[src/rtl/rv_pkg.sv]
// Shared RISC-V pipeline definitions: widths, writeback queue depth and
// the writeback source selector used by the arbitration logic.
package rv_pkg;

  localparam int XLEN_DEFAULT = 32;
  localparam int REG_AW       = 5;
  localparam int NUM_REGS     = 32;
  localparam int LQ_ENTRIES   = 2;

  typedef logic [REG_AW-1:0] reg_addr_t;

  typedef enum logic [1:0] {
    SRC_NONE = 2'd0,
    SRC_ALU  = 2'd1,
    SRC_LQ   = 2'd2
  } wb_src_e;

  // x0 is hardwired to zero, so a result aimed at it never writes the file.
  function automatic logic writes_reg(input logic valid, input reg_addr_t rd);
    return valid && (rd != '0);
  endfunction

endpackage

[src/rtl/wb_stage_if.sv]
// Bus between the pipeline (master) and the writeback stage (slave):
// result inputs, issue tracking, hazard queries and the register file write port.
interface wb_stage_if #(parameter int XLEN = rv_pkg::XLEN_DEFAULT);
  import rv_pkg::*;

  logic            alu_valid;
  reg_addr_t       alu_rd;
  logic [XLEN-1:0] alu_wdata;

  logic            lng_valid;
  reg_addr_t       lng_rd;
  logic [XLEN-1:0] lng_wdata;
  logic            lng_ready;

  logic            iss_valid;
  reg_addr_t       iss_rd;

  reg_addr_t       rs1;
  reg_addr_t       rs2;
  logic            rs1_busy;
  logic            rs2_busy;

  logic            rf_we;
  reg_addr_t       rf_rd;
  logic [XLEN-1:0] rf_wdata;

  modport master (
    output alu_valid, alu_rd, alu_wdata,
    output lng_valid, lng_rd, lng_wdata,
    input  lng_ready,
    output iss_valid, iss_rd,
    output rs1, rs2,
    input  rs1_busy, rs2_busy,
    input  rf_we, rf_rd, rf_wdata
  );

  modport slave (
    input  alu_valid, alu_rd, alu_wdata,
    input  lng_valid, lng_rd, lng_wdata,
    output lng_ready,
    input  iss_valid, iss_rd,
    input  rs1, rs2,
    output rs1_busy, rs2_busy,
    output rf_we, rf_rd, rf_wdata
  );

endinterface

[src/rtl/wb_lq.sv]
// Small FIFO that parks long-latency results while the ALU owns the
// register file write port. in_ready depends only on the registered count.
module wb_lq
  import rv_pkg::*;
#(
  parameter int XLEN  = XLEN_DEFAULT,
  parameter int DEPTH = LQ_ENTRIES
) (
  input  logic            clk,
  input  logic            rst_n,
  input  logic            in_valid,
  input  reg_addr_t       in_rd,
  input  logic [XLEN-1:0] in_wdata,
  output logic            in_ready,
  input  logic            pop,
  output logic            head_valid,
  output reg_addr_t       head_rd,
  output logic [XLEN-1:0] head_wdata
);

  localparam int PW = (DEPTH > 1) ? $clog2(DEPTH) : 1;
  localparam int CW = $clog2(DEPTH + 1);

  logic [CW-1:0]   count;
  logic [PW-1:0]   wr_ptr;
  logic [PW-1:0]   rd_ptr;
  reg_addr_t       rd_mem   [DEPTH];
  logic [XLEN-1:0] data_mem [DEPTH];
  logic            push;
  logic            do_pop;

  assign in_ready   = (count < CW'(DEPTH));
  assign head_valid = (count != '0);
  assign push       = in_valid && in_ready;
  assign do_pop     = pop && head_valid;
  assign head_rd    = rd_mem[rd_ptr];
  assign head_wdata = data_mem[rd_ptr];

  // Pointers wrap naturally because the depth is a power of two.
  always_ff @(posedge clk or negedge rst_n) begin
    if (!rst_n) begin
      count  <= '0;
      wr_ptr <= '0;
      rd_ptr <= '0;
    end else begin
      if (push)   wr_ptr <= wr_ptr + PW'(1);
      if (do_pop) rd_ptr <= rd_ptr + PW'(1);
      count <= count + CW'(push) - CW'(do_pop);
    end
  end

  always_ff @(posedge clk) begin
    if (push) begin
      rd_mem[wr_ptr]   <= in_rd;
      data_mem[wr_ptr] <= in_wdata;
    end
  end

endmodule

[src/rtl/wb_stage.sv]
// Writeback stage: arbitrates ALU and queued long results onto a registered
// register-file write port and tracks registers with long writes in flight.
module wb_stage
  import rv_pkg::*;
#(
  parameter int XLEN     = XLEN_DEFAULT,
  parameter int LQ_DEPTH = LQ_ENTRIES
) (
  input  logic       clk,
  input  logic       rst_n,
  wb_stage_if.slave  bus
);

  wb_src_e             sel;
  logic                lq_pop;
  logic                lq_head_valid;
  reg_addr_t           lq_head_rd;
  logic [XLEN-1:0]     lq_head_wdata;
  logic                rf_from_lq;
  logic [NUM_REGS-1:0] busy;
  logic [NUM_REGS-1:0] busy_nxt;

  wb_lq #(
    .XLEN  (XLEN),
    .DEPTH (LQ_DEPTH)
  ) u_lq (
    .clk        (clk),
    .rst_n      (rst_n),
    .in_valid   (bus.lng_valid),
    .in_rd      (bus.lng_rd),
    .in_wdata   (bus.lng_wdata),
    .in_ready   (bus.lng_ready),
    .pop        (lq_pop),
    .head_valid (lq_head_valid),
    .head_rd    (lq_head_rd),
    .head_wdata (lq_head_wdata)
  );

  // ALU results cannot stall, so they always win the write port.
  always_comb begin
    sel = SRC_NONE;
    if (bus.alu_valid)      sel = SRC_ALU;
    else if (lq_head_valid) sel = SRC_LQ;
  end

  assign lq_pop = (sel == SRC_LQ);

  always_ff @(posedge clk or negedge rst_n) begin
    if (!rst_n) begin
      bus.rf_we    <= 1'b0;
      bus.rf_rd    <= '0;
      bus.rf_wdata <= '0;
      rf_from_lq   <= 1'b0;
    end else begin
      rf_from_lq <= (sel == SRC_LQ);
      case (sel)
        SRC_ALU: begin
          bus.rf_we    <= writes_reg(1'b1, bus.alu_rd);
          bus.rf_rd    <= bus.alu_rd;
          bus.rf_wdata <= bus.alu_wdata;
        end
        SRC_LQ: begin
          bus.rf_we    <= writes_reg(1'b1, lq_head_rd);
          bus.rf_rd    <= lq_head_rd;
          bus.rf_wdata <= lq_head_wdata;
        end
        default: begin
          bus.rf_we <= 1'b0;
        end
      endcase
    end
  end

  // A new issue to the same rd overrides the clear from the older writeback.
  always_comb begin
    busy_nxt = busy;
    if (bus.rf_we && rf_from_lq) busy_nxt[bus.rf_rd] = 1'b0;
    if (writes_reg(bus.iss_valid, bus.iss_rd)) busy_nxt[bus.iss_rd] = 1'b1;
    busy_nxt[0] = 1'b0;
  end

  always_ff @(posedge clk or negedge rst_n) begin
    if (!rst_n) busy <= '0;
    else        busy <= busy_nxt;
  end

  assign bus.rs1_busy = (bus.rs1 != '0) && busy[bus.rs1];
  assign bus.rs2_busy = (bus.rs2 != '0) && busy[bus.rs2];

endmodule

[src/flat_wrapper.sv]
// flat-port wrapper written by rule: the top's interface ports become plain ports
module wb_stage_flat import rv_pkg::*;
#(
  parameter int XLEN     = XLEN_DEFAULT,
  parameter int LQ_DEPTH = LQ_ENTRIES
)
  (clk, rst_n, bus_alu_valid, bus_alu_rd, bus_alu_wdata, bus_lng_valid, bus_lng_rd, bus_lng_wdata, bus_lng_ready, bus_iss_valid, bus_iss_rd, bus_rs1, bus_rs2, bus_rs1_busy, bus_rs2_busy, bus_rf_we, bus_rf_rd, bus_rf_wdata);
  wb_stage_if #(.XLEN(XLEN)) bus_i ();
  input  logic clk;
  input  logic rst_n;
  input wire logic [$bits(bus_i.alu_valid)-1:0] bus_alu_valid;
  input wire logic [$bits(bus_i.alu_rd)-1:0] bus_alu_rd;
  input wire logic [$bits(bus_i.alu_wdata)-1:0] bus_alu_wdata;
  input wire logic [$bits(bus_i.lng_valid)-1:0] bus_lng_valid;
  input wire logic [$bits(bus_i.lng_rd)-1:0] bus_lng_rd;
  input wire logic [$bits(bus_i.lng_wdata)-1:0] bus_lng_wdata;
  output wire logic [$bits(bus_i.lng_ready)-1:0] bus_lng_ready;
  input wire logic [$bits(bus_i.iss_valid)-1:0] bus_iss_valid;
  input wire logic [$bits(bus_i.iss_rd)-1:0] bus_iss_rd;
  input wire logic [$bits(bus_i.rs1)-1:0] bus_rs1;
  input wire logic [$bits(bus_i.rs2)-1:0] bus_rs2;
  output wire logic [$bits(bus_i.rs1_busy)-1:0] bus_rs1_busy;
  output wire logic [$bits(bus_i.rs2_busy)-1:0] bus_rs2_busy;
  output wire logic [$bits(bus_i.rf_we)-1:0] bus_rf_we;
  output wire logic [$bits(bus_i.rf_rd)-1:0] bus_rf_rd;
  output wire logic [$bits(bus_i.rf_wdata)-1:0] bus_rf_wdata;
  assign bus_i.alu_valid = bus_alu_valid;
  assign bus_i.alu_rd = bus_alu_rd;
  assign bus_i.alu_wdata = bus_alu_wdata;
  assign bus_i.lng_valid = bus_lng_valid;
  assign bus_i.lng_rd = bus_lng_rd;
  assign bus_i.lng_wdata = bus_lng_wdata;
  assign bus_lng_ready = bus_i.lng_ready;
  assign bus_i.iss_valid = bus_iss_valid;
  assign bus_i.iss_rd = bus_iss_rd;
  assign bus_i.rs1 = bus_rs1;
  assign bus_i.rs2 = bus_rs2;
  assign bus_rs1_busy = bus_i.rs1_busy;
  assign bus_rs2_busy = bus_i.rs2_busy;
  assign bus_rf_we = bus_i.rf_we;
  assign bus_rf_rd = bus_i.rf_rd;
  assign bus_rf_wdata = bus_i.rf_wdata;
  wb_stage #(.XLEN(XLEN), .LQ_DEPTH(LQ_DEPTH)) u_core (.clk(clk), .rst_n(rst_n), .bus(bus_i));
endmodule
[config.mk]
export PLATFORM = sky130hd
export DESIGN_NAME = wb_stage_flat
export DESIGN_NICKNAME = d
export VERILOG_FILES = /design/src/rtl/rv_pkg.sv /design/src/rtl/wb_stage_if.sv /design/src/rtl/wb_lq.sv /design/src/rtl/wb_stage.sv /design/src/flat_wrapper.sv
export SDC_FILE = /design/constraint.sdc
export NUM_CORES = 1
export LEC_CHECK = 0
export ABC_AREA = 1
export BUFFER_PORTS_ARGS = -buffer_cell sky130_fd_sc_hd__buf_2
export CELL_PAD_IN_SITES_DETAIL_PLACEMENT = 0
export CELL_PAD_IN_SITES_GLOBAL_PLACEMENT = 1
export CORE_MARGIN = 10
export CORE_UTILIZATION = 37
export CTS_BUF_LIST = sky130_fd_sc_hd__clkbuf_16
export CTS_CLUSTER_DIAMETER = 100
export DETAILED_ROUTE_END_ITERATION = 10
export PLACE_DENSITY = 0.79
export SLEW_MARGIN = 10
export SYNTH_ARGS = -nofsm -noshare
export SYNTH_HDL_FRONTEND = slang
export SYNTH_SLANG_ARGS = --single-unit
[constraint.sdc]
create_clock -name clk -period 2.8 [get_ports clk]
set_input_delay 0.14 -clock clk [delete_from_list [all_inputs] [get_ports clk]]
set_output_delay 0.14 -clock clk [all_outputs]
set_load 0.05 [all_outputs]
==> flow_summary.json <==
{
  "run_status": "finished clean",
  "critPathBufInv": 2,
  "fin_cells": 1138,
  "numPortBuffers": 134,
  "synth_nets": 798,
  "synth_edf_count": 74,
  "cts.htree.levels": 4,
  "total_leakage_power_nw": 3.95,
  "dp_hpwl_um": 12600,
  "routed_wl_um": 18400,
  "finalCriticalPeriod_ps": 1750,
  "p_per_area_nw_per_um2": 1010,
  "avgSynthCellArea_um2": 9.34,
  "cts_tree": "built",
  "crit_fanout": 4,
  "rows": 48,
  "numCtsBuffers": 17,
  "cp.arrival_ps": 2090,
  "clkPwrFrac": 0.277,
  "p_switching_mw": 3.57,
  "vias_per_cell": 4.78,
  "synth_seq_cells": 148,
  "power_frac_seq": 0.379,
  "synthTopCellsByArea": "edfxtp_1, dfrtp_1, nand2_1",
  "drt_iter0_markers": 418,
  "grt_max_degree": 75,
  "end_kind": "flop",
  "dieHeight_um": 153,
  "slew_headroom": 0.327,
  "rsz0062_at_grt": "no",
  "layout_setup_ws_ps": 1050,
  "drv_slew": 0,
  "worst_slew_pin_slew_ps": 1010,
  "grt.overflow.total": 0,
  "final_nets": 995,
  "critPathMaxStageDelay_ps": 440,
  "core_um2": 17400,
  "grt_pass1_wl_um": 30400,
  "whs_ps": 14.9,
  "p_total_mw": 8.81,
  "ys.warnings.count": 0,
  "post-place-ws_ps": 847,
  "gp_congestion": 0.825,
  "synth.distinct_cells": 29,
  "drive_gt1_frac": 0.206,
  "hold_path.class": "in2reg",
  "fillCellCount": 1554,
  "cts_resized": 0,
  "wl_per_cell_um": 16.2,
  "internal_power_mw": 5.24,
  "drt.antenna.violating_nets": 0,
  "cts-root-buf": "clkbuf_16",
  "syn_area_um2": 6560,
  "die_area_um2": 23400,
  "ioPinCount": 135,
  "post_cts.repair.setup_buffers": 0,
  "worstPathRequired_ps": 3140,
  "drc": 0,
  "die_w_um": 153,
  "syn2layout_area_growth_pct": 32.8,
  "period_share": 0.625,
  "pwr-share-comb": 0.344,
  "slowest_stage": "dfrtp_1",
  "startpoint_type": "flop",
  "synth-seq-area-share": 0.621,
  "switching_share": 0.405,
  "startpoint": "u_core.u_lq.count[1]$_DFF_PN0_",
  "ir_worst_vdd_uv": 723,
  "fin_skew_ps": 7.12,
  "clockBufferDepth": 2,
  "crit-reg2reg-launch": "u_core.u_lq.count[1]$_DFF_PN0_",
  "yosysTopAreaCell": "edfxtp_1",
  "min-delay-start": "bus_alu_rd[3]",
  "netlist_instances": 702,
  "antenna_found_initial": 1,
  "final_util": 0.502,
  "dr_total_vias": 5442,
  "crit_family": "adder cells",
  "dr.pass1.iters": 5,
  "crit_chain": "inv_1 > nand2_1 > ha_1 > inv_1 > ha_1 > xnor2_1 > xor2_1",
  "cts_sinks": 148,
  "synthArstFlopShare": 0.500,
  "dp.cells": 1042,
  "postCtsHoldBufs": 63,
  "grt_pass1_vias": 5699,
  "critical_path_class": "reg2reg",
  "setup_viol": 0,
  "ys.flop_type": "edfxtp_1",
  "placedInstanceArea_um2": 7440,
  "track_usage": 0.157,
  "tns_ps": 0,
  "synth_top_area_frac": 0.339,
  "final_area_um2": 8710,
  "path_clk_slew_ps": 60,
  "clkLatencyLatePin_ps": 420,
  "initial_utilization": 0.378,
  "max_cap_viol_count": 0,
  "hold_violations": 0,
  "fmax_mhz": 571
}
## metal layers
metal  wire, um  up-vias  part of all wire  GRT usage
met5          0        -                 0          0
met4        102        0            0.0055     0.0359
met3       1180        7             0.064     0.0466
met2       9050      139              0.49      0.265
met1       8070     2548              0.44      0.194
li1           -     2748                 -          -
## power by group through the flow
stage               logic (mW)  clock network (mW)  registers (mW)
finish                    3.03                2.44            3.34
global route              3.39                2.57            3.42
CTS                       3.07                2.47            3.34
detailed placement        3.00                   0            3.37
global placement          2.97                   0            3.37
floorplan                 1.41                   0            4.07
## cells in the mapped netlist, types with 2 or more instances
library cell and instances:
buf_2 16, inv_1 51, ha_1 2, o211ai_1 3, dfrtp_1 74, inv_2 5, edfxtp_1 74, clkbuf_1 5
xor2_1 3, o21ai_1 9, nand2_1 259, buf_4 5, nor2_1 10, nand3_1 85, a31oi_1 4, or2_2 4
a21oi_1 4, o221ai_1 2, o22ai_1 4, o21ai_0 74
## placed cells by master, fill, tap and decap left out
cell           synthesis  final
ha_1                   2      2
a31oi_1                4      4
dlygate4sd3_1          0     63
buf_4                  5      9
clkinv_4               0      2
nor2_1                10      8
inv_8                  0      3
o21ai_0               74     74
nand3_1               85     85
nand4_1                1      1
o221a_1                1      1
clkbuf_16              0     17
o211ai_2               1      1
or2_2                  4      4
nand2_1              259    259
o21ai_1                9      9
nor3_4                 1      1
xor2_1                 3      3
o21ai_4                1      1
a21oi_1                4      4
o31ai_1                1      1
o22ai_1                4      4
bufinv_16              0      3
xnor2_1                1      1
edfxtp_1              74     74
inv_2                  5      5
inv_6                  0      6
inv_1                 51     51
o211ai_1               3      3
o221ai_1               2      2
diode_2                0      1
buf_2                 16    133
dfrtp_1               74     74
clkinv_8               0      1
o311ai_0               1      1
nor2_4                 0      2
## flip-flops by register name (all words and copies together) (netlist names)
register	cells
u_core.u_lq.count	2
u_core.u_lq.data_mem	64
u_core.bus.rf_wdata	32
u_core.u_lq.rd_mem	10
u_core.bus.rf_we	1
u_core.busy	31
u_core.u_lq.wr_ptr	1
u_core.bus.rf_rd	5
u_core.u_lq.rd_ptr	1
u_core.rf_from_lq	1
## tightest hold or removal path, stage by stage
cell     delay (ps)
buf_2           110
o31ai_1          70
nand4_1          80
## path summary, 6_finish.rpt
path	cells past startpoint	slack, ps	end
worst max-delay path	7	1050	u_core.u_lq.count[1]$_DFF_PN0_
worst min-delay path	3	10	u_core.bus.rf_we$_DFF_PN0_
worst max register to register	7	1050	u_core.u_lq.count[1]$_DFF_PN0_
worst min register to register	2	490	u_core.bus.rf_wdata[15]$_DFFE_PN0P_
max in group asynchronous	2	1710	u_core.busy[27]$_DFF_PN0_
min in group asynchronous	2	410	u_core.bus.rf_wdata[20]$_DFFE_PN0P_
## logic make-up (layout without fill, tap and decap cells)
family          count (synthesis)  after routing  share of synthesized area
compound gates                105            105                     0.0887
xor+xnor                        4              4                    0.00534
fa+ha+maj                       2              2                    0.00382
buf+inv                        83            293                     0.0546
flops                         148            148                      0.621
other cells                     0              1                          0
simple gates                  360            360                      0.226
## layout make-up
cell class                      count  area, um^2  share of cell area
Antenna cell                        1        2.50            0.000287
Tap cell                          225         282              0.0323
Sequential cell                   148        4070               0.468
Timing Repair Buffer              205        1360               0.157
Inverter                           56         210              0.0241
Clock buffer                       17         425              0.0489
Clock inverter                     15         210              0.0241
Multi-Input combinational cell    471        2140               0.246
Power figures use the tool's default switching activity.
